## src/rtl/adc_power_sequencer.sv

```systemverilog
// rtl/adc_power_sequencer.sv - ADC front-end power-up/down sequencer with AXIS init burst
module adc_power_sequencer #(
   parameter int DELAY_W    = 16,
   parameter int INIT_WORDS = 2,
   parameter int TIMEOUT    = 1024
) (
   input  logic                    aclk,
   input  logic                    aresetn,
   input  logic                    en_req,
   input  logic [DELAY_W-1:0]      step_delay,
   input  logic [32*INIT_WORDS-1:0] init_cmd,
   output logic                    pwr_en,
   output logic                    ref_en,
   output logic                    io_en,
   output logic                    diffamp_en,
   output logic                    opamp_en,
   output logic                    adc_resetn,
   output logic [31:0]             m_axis_tdata,
   output logic                    m_axis_tvalid,
   input  logic                    m_axis_tready,
   output logic                    ready,
   output logic                    busy,
   output logic                    fault
);

   localparam int BEAT_W = (INIT_WORDS > 1) ? $clog2(INIT_WORDS) : 1;
   localparam int TMO_W  = $clog2(TIMEOUT + 1);
   localparam logic [BEAT_W-1:0] LAST_BEAT = BEAT_W'(INIT_WORDS - 1);
   localparam logic [TMO_W-1:0]  TMO_LAST  = TMO_W'(TIMEOUT - 1);

   typedef enum logic [2:0] {
      S_OFF,
      S_UP,
      S_INIT,
      S_ON,
      S_DOWN,
      S_FAULT
   } state_t;

   state_t             state;
   logic [DELAY_W-1:0] d_lat;
   logic [DELAY_W-1:0] cnt;
   logic [2:0]         k;
   // rails[0]=pwr .. rails[4]=opamp, rails[5]=adc_resetn; k is the highest asserted step
   logic [5:0]         rails;
   logic [BEAT_W-1:0]  beat;
   logic [BEAT_W-1:0]  beat_next;
   logic [31:0]        word_next;
   logic [TMO_W-1:0]   tmo_cnt;

   assign pwr_en     = rails[0];
   assign ref_en     = rails[1];
   assign io_en      = rails[2];
   assign diffamp_en = rails[3];
   assign opamp_en   = rails[4];
   assign adc_resetn = rails[5];

   assign beat_next = beat + BEAT_W'(1);
   assign word_next = init_cmd[{beat_next, 5'b00000} +: 32];

   // Sequencer FSM: ramps rails up, streams init words, ramps down in reverse
   always_ff @(posedge aclk or negedge aresetn) begin
      if (!aresetn) begin
         state         <= S_OFF;
         d_lat         <= '0;
         cnt           <= '0;
         k             <= '0;
         rails         <= '0;
         beat          <= '0;
         tmo_cnt       <= '0;
         m_axis_tdata  <= '0;
         m_axis_tvalid <= 1'b0;
         ready         <= 1'b0;
         busy          <= 1'b0;
         fault         <= 1'b0;
      end else begin
         case (state)
            S_OFF: begin
               if (en_req && !fault) begin
                  d_lat <= step_delay;
                  rails <= 6'b000001;
                  k     <= '0;
                  cnt   <= '0;
                  busy  <= 1'b1;
                  state <= S_UP;
               end
            end
            S_UP: begin
               if (!en_req) begin
                  // abort: unwind only what is already up, first drop on the next edge
                  cnt   <= d_lat;
                  state <= S_DOWN;
               end else if (cnt == d_lat) begin
                  cnt <= '0;
                  if (k == 3'd5) begin
                     m_axis_tvalid <= 1'b1;
                     m_axis_tdata  <= init_cmd[31:0];
                     beat          <= '0;
                     tmo_cnt       <= '0;
                     state         <= S_INIT;
                  end else begin
                     k                <= k + 3'd1;
                     rails[k + 3'd1]  <= 1'b1;
                  end
               end else begin
                  cnt <= cnt + DELAY_W'(1);
               end
            end
            S_INIT: begin
               if (m_axis_tready) begin
                  tmo_cnt <= '0;
                  if (!en_req) begin
                     // word handed over, but power-down wins over finishing the burst
                     m_axis_tvalid <= 1'b0;
                     m_axis_tdata  <= '0;
                     cnt           <= d_lat;
                     state         <= S_DOWN;
                  end else if (beat == LAST_BEAT) begin
                     m_axis_tvalid <= 1'b0;
                     m_axis_tdata  <= '0;
                     ready         <= 1'b1;
                     busy          <= 1'b0;
                     state         <= S_ON;
                  end else begin
                     beat         <= beat_next;
                     m_axis_tdata <= word_next;
                  end
               end else if (tmo_cnt == TMO_LAST) begin
                  m_axis_tvalid <= 1'b0;
                  m_axis_tdata  <= '0;
                  fault         <= 1'b1;
                  cnt           <= d_lat;
                  state         <= S_DOWN;
               end else begin
                  tmo_cnt <= tmo_cnt + TMO_W'(1);
               end
            end
            S_ON: begin
               if (!en_req) begin
                  ready <= 1'b0;
                  busy  <= 1'b1;
                  cnt   <= d_lat;
                  state <= S_DOWN;
               end
            end
            S_DOWN: begin
               if (cnt == d_lat) begin
                  rails[k] <= 1'b0;
                  cnt      <= '0;
                  if (k == 3'd0) begin
                     busy  <= 1'b0;
                     state <= fault ? S_FAULT : S_OFF;
                  end else begin
                     k <= k - 3'd1;
                  end
               end else begin
                  cnt <= cnt + DELAY_W'(1);
               end
            end
            S_FAULT: begin
               // fault only clears once the requester withdraws en_req
               if (!en_req) begin
                  fault <= 1'b0;
                  state <= S_OFF;
               end
            end
            default: begin
               state <= S_OFF;
            end
         endcase
      end
   end

endmodule

```

## config.mk

```make
export PLATFORM = sky130hd
export DESIGN_NAME = adc_power_sequencer
export DESIGN_NICKNAME = d
export VERILOG_FILES = /design/src/rtl/adc_power_sequencer.sv
export SDC_FILE = /design/constraint.sdc
export NUM_CORES = 1
export LEC_CHECK = 0
export BUFFER_PORTS_ARGS = -buffer_cell sky130_fd_sc_hd__buf_2
export CAP_MARGIN = 0
export CORE_ASPECT_RATIO = 0.6
export CORE_MARGIN = 1
export CORE_UTILIZATION = 60
export CTS_BUF_LIST = sky130_fd_sc_hd__clkbuf_4
export DETAILED_ROUTE_END_ITERATION = 16
export PLACE_DENSITY = 0.9
export RECOVER_POWER = 50
export SYNTH_ARGS = -nofsm -noshare
export SYNTH_HDL_FRONTEND = slang
export SYNTH_SLANG_ARGS = --single-unit
```

## constraint.sdc

```tcl
create_clock -name aclk -period 4.41 [get_ports aclk]
set_input_delay 0.882 -clock aclk [delete_from_list [all_inputs] [get_ports aclk]]
set_output_delay 0.882 -clock aclk [all_outputs]
set_load 0.1 [all_outputs]
```

==> impl_metrics.toml <==
[cts]
h-tree-depth = 3
numCtsBuffers = 9
cts_resized = 0
clock_latency_ns = 0.48
clk_pin_slew_ns = 0.15
cts_max_path_buffers = 2
cts_setup_buffers = 0
cts_hold_buf = 0
clock_sinks = 92
cts-root-buf = "clkbuf_4"
tritoncts = "built"

[final_layout]
antenna_cells = 0
mostFrequentLayoutCells = "buf_2, dfrtp_1, mux2_2"
final_nets = 699
multi_input_area_um2 = 2680
seqCellArea_um2 = 2300
drive_above_1_share_pct = 31.0
final_common_cell = "buf_2"
area_delta_synth_final_pct = 15.1
nFillCells = 577

[logic_synthesis]
synth_fa_ha_area_share_pct = 1.46
yosysUniqueCellTypes = 65
synth_seq_cells = 92
avgSynthCellArea_um2 = 10.3
synthSimpleGateAreaFrac_pct = 16.0
synth_xor_area_share_pct = 3.91
synth_warnings = 0
synth_seq_area_share_pct = 44.7
synth_nets = 592
synth_top_family_by_area = "compound AO/OA/AOI/OAI gates"
synthArstFlopShare_pct = 100
synth_top_area_share_pct = 44.7
synth_area_leaders = "dfrtp_1, mux2_2, a22o_1"
synth_largest_area_cell = "dfrtp_1"
syn_area_um2 = 5150
synth_compound_area_share_pct = 19.2
synth_cells = 502
synth_ff_type = "dfrtp_1"
synth_edf_count = 0
muxShareOfSynthArea_pct = 11.3

[floorplanning]
core-area_um2 = 8100
initial_core_util_pct = 63.6
ioPinCount = 126
die_y_um = 73.8
die_w_um = 122
rows = 25
die_area_um2 = 8980

[sta]
final.setup.tns_ns = 0
fmax_ghz = 0.306
fin_crit_ns = 3.27
timing.final.ws_setup_ns = 1.14
post-route-period-util_pct = 74.1
hold_ws_ns = 0.459
hold_violations = 0
tightest_slew_ns = 1.53
rsz0062_at_grt = "false"
maxSlewViolCount = 30
setup_violations = 0
relSlewSlack_pct = -2.22
fin_skew_ns = 0.0285

[outcome]
failed_checks = "capacitance limit, slew limit"
outcome = "complete, but fails checks"

[worst_setup_path]
critPathLaunchType = "flip-flop"
r2r_end = "cnt[15]"
slowest_stage = "or3b_1"
cp-startpoint = "state[2]"
crit_end = "cnt[15]"
worstPathArrival_ns = 3.70
required_ns = 4.84
worstRegToRegCells = 6
slowest_delay_ns = 1.20
r2r_start = "state[2]"
cp_max_fo = 40
r2r_slack_ns = 1.14
cp_cell_sequence = "or3b_1 -> nor2_1 -> o21ai_1 -> nand3_1 -> nor4b_1 -> a221o_1"
cp-end-kind = "flip-flop"
worst-setup-path-type = "reg2reg"

[power]
power.density_nw_per_um2 = 826
power_leakage_uw = 0.00263
vdd_ir_drop_max_v = 0.000490

[min_path]
hold_path.class = "in2async"

[global_route]
grt_antenna_before_repair = 0
grt_pass1_vias = 4285
grt_pass1_wl_um = 21400
grt.overflow.total = 0
grt_usage_pct = 31.1
grt_max_degree = 65

[place]
globalplace.congestion = 0.926
dp_slack_ns = 1.42
portBuffers = 125
dp_hpwl_um = 9500

[route]
drcViolationCount = 0
firstDrtPassIters = 5
wl_per_cell_um = 18.3
drtAntennaViolNets = 0
wl_um = 13200
drt_iter0_markers = 549
via_per_inst = 6.37
vias = 4591

[job]
drv_cap = 1
logic make-up (layout without fill, tap and decap cells):
group | after synthesis | after routing
buffers and inverters | 42 | 153
adder cells (fa/ha/maj) | 6 | 6
flip-flops | 92 | 92
AO/OA/AOI/OAI | 133 | 133
XOR/XNOR | 23 | 23
AND/OR/NAND/NOR | 154 | 154
multiplexers | 52 | 52
synthesized netlist by cell type, drive strengths merged (6+ instances only):
cell type and n:
xnor2 20, inv 8, ha 6, a21oi 22, a31oi 6, nand3 22
nor2 37, mux2 49, or3 9, clkbuf 22, buf 11, dfrtp 92
nor3 10, nand2 31, nand4 8, a22o 33, o21ai 23, and3 7
metal layers:
layer	wire length, um	share of wire (%)	vias up	global-route usage (%)
li1	-	-	2092	-
met1	5800	44	2202	44.4
met2	5790	44	264	45.6
met3	1330	10	33	8.62
met4	265	2.0	0	10.2
met5	0	0	-	0
worst max-delay path: cells and delay by family, from the launching register on:
kind,cells,cell delay [ns]
and+or+nand+nor,4,2.11
DFF,1,0.70
AOI/OAI and AO/OA,2,0.41
sequential cells by signal, indices dropped and copies added (netlist names):
| register | cells |
|---|---|
| busy | 1 |
| state | 3 |
| beat | 1 |
| ready | 1 |
| m_axis_tvalid | 1 |
| m_axis_tdata | 32 |
| k | 3 |
| cnt | 16 |
| d_lat | 16 |
| fault | 1 |
| rails | 6 |
| tmo_cnt | 11 |
worst min-delay path by stage:
stage	start	end	depth (start not counted)	slack, ns
floorplan	tmo_cnt[0]	tmo_cnt[0]	1	0.50
global placement	m_axis_tdata[26]	m_axis_tdata[26]	1	0.48
detailed placement	m_axis_tdata[27]	m_axis_tdata[27]	1	0.49
CTS	aresetn	cnt[0]	1	0.50
global route	aresetn	cnt[7]	1	0.53
finish	aresetn	cnt[7]	1	0.46
per-stage QoR:
step | area [um^2] | cells | power, uW | util [%]
floorplan | 5150 | 502 | 3830 | -
global placement | 5810 | 706 | 4290 | 71.7
detailed placement | 5810 | 706 | 4370 | 71.7
CTS | 5960 | 721 | 4890 | 73.6
global route | 5930 | 721 | 5150 | 73.3
finish | 5930 | 721 | 4900 | 73.3
cell type report:
cell class | count | share of cell area, %
multi-input cells | 368 | 45.1
flip-flops and latches | 92 | 38.8
repair buffers | 129 | 10.7
well taps | 108 | 2.28
clock inverters | 5 | 1.31
clock buffers | 10 | 1.27
inverters | 9 | 0.569
where the power goes:
group | internal (uW) | switching [uW] | total (uW)
clock network | 231 | 287 | 519
registers | 1170 | 390 | 1560
logic | 789 | 2030 | 2820
No activity file was read; power rests on OpenSTA's default activity.
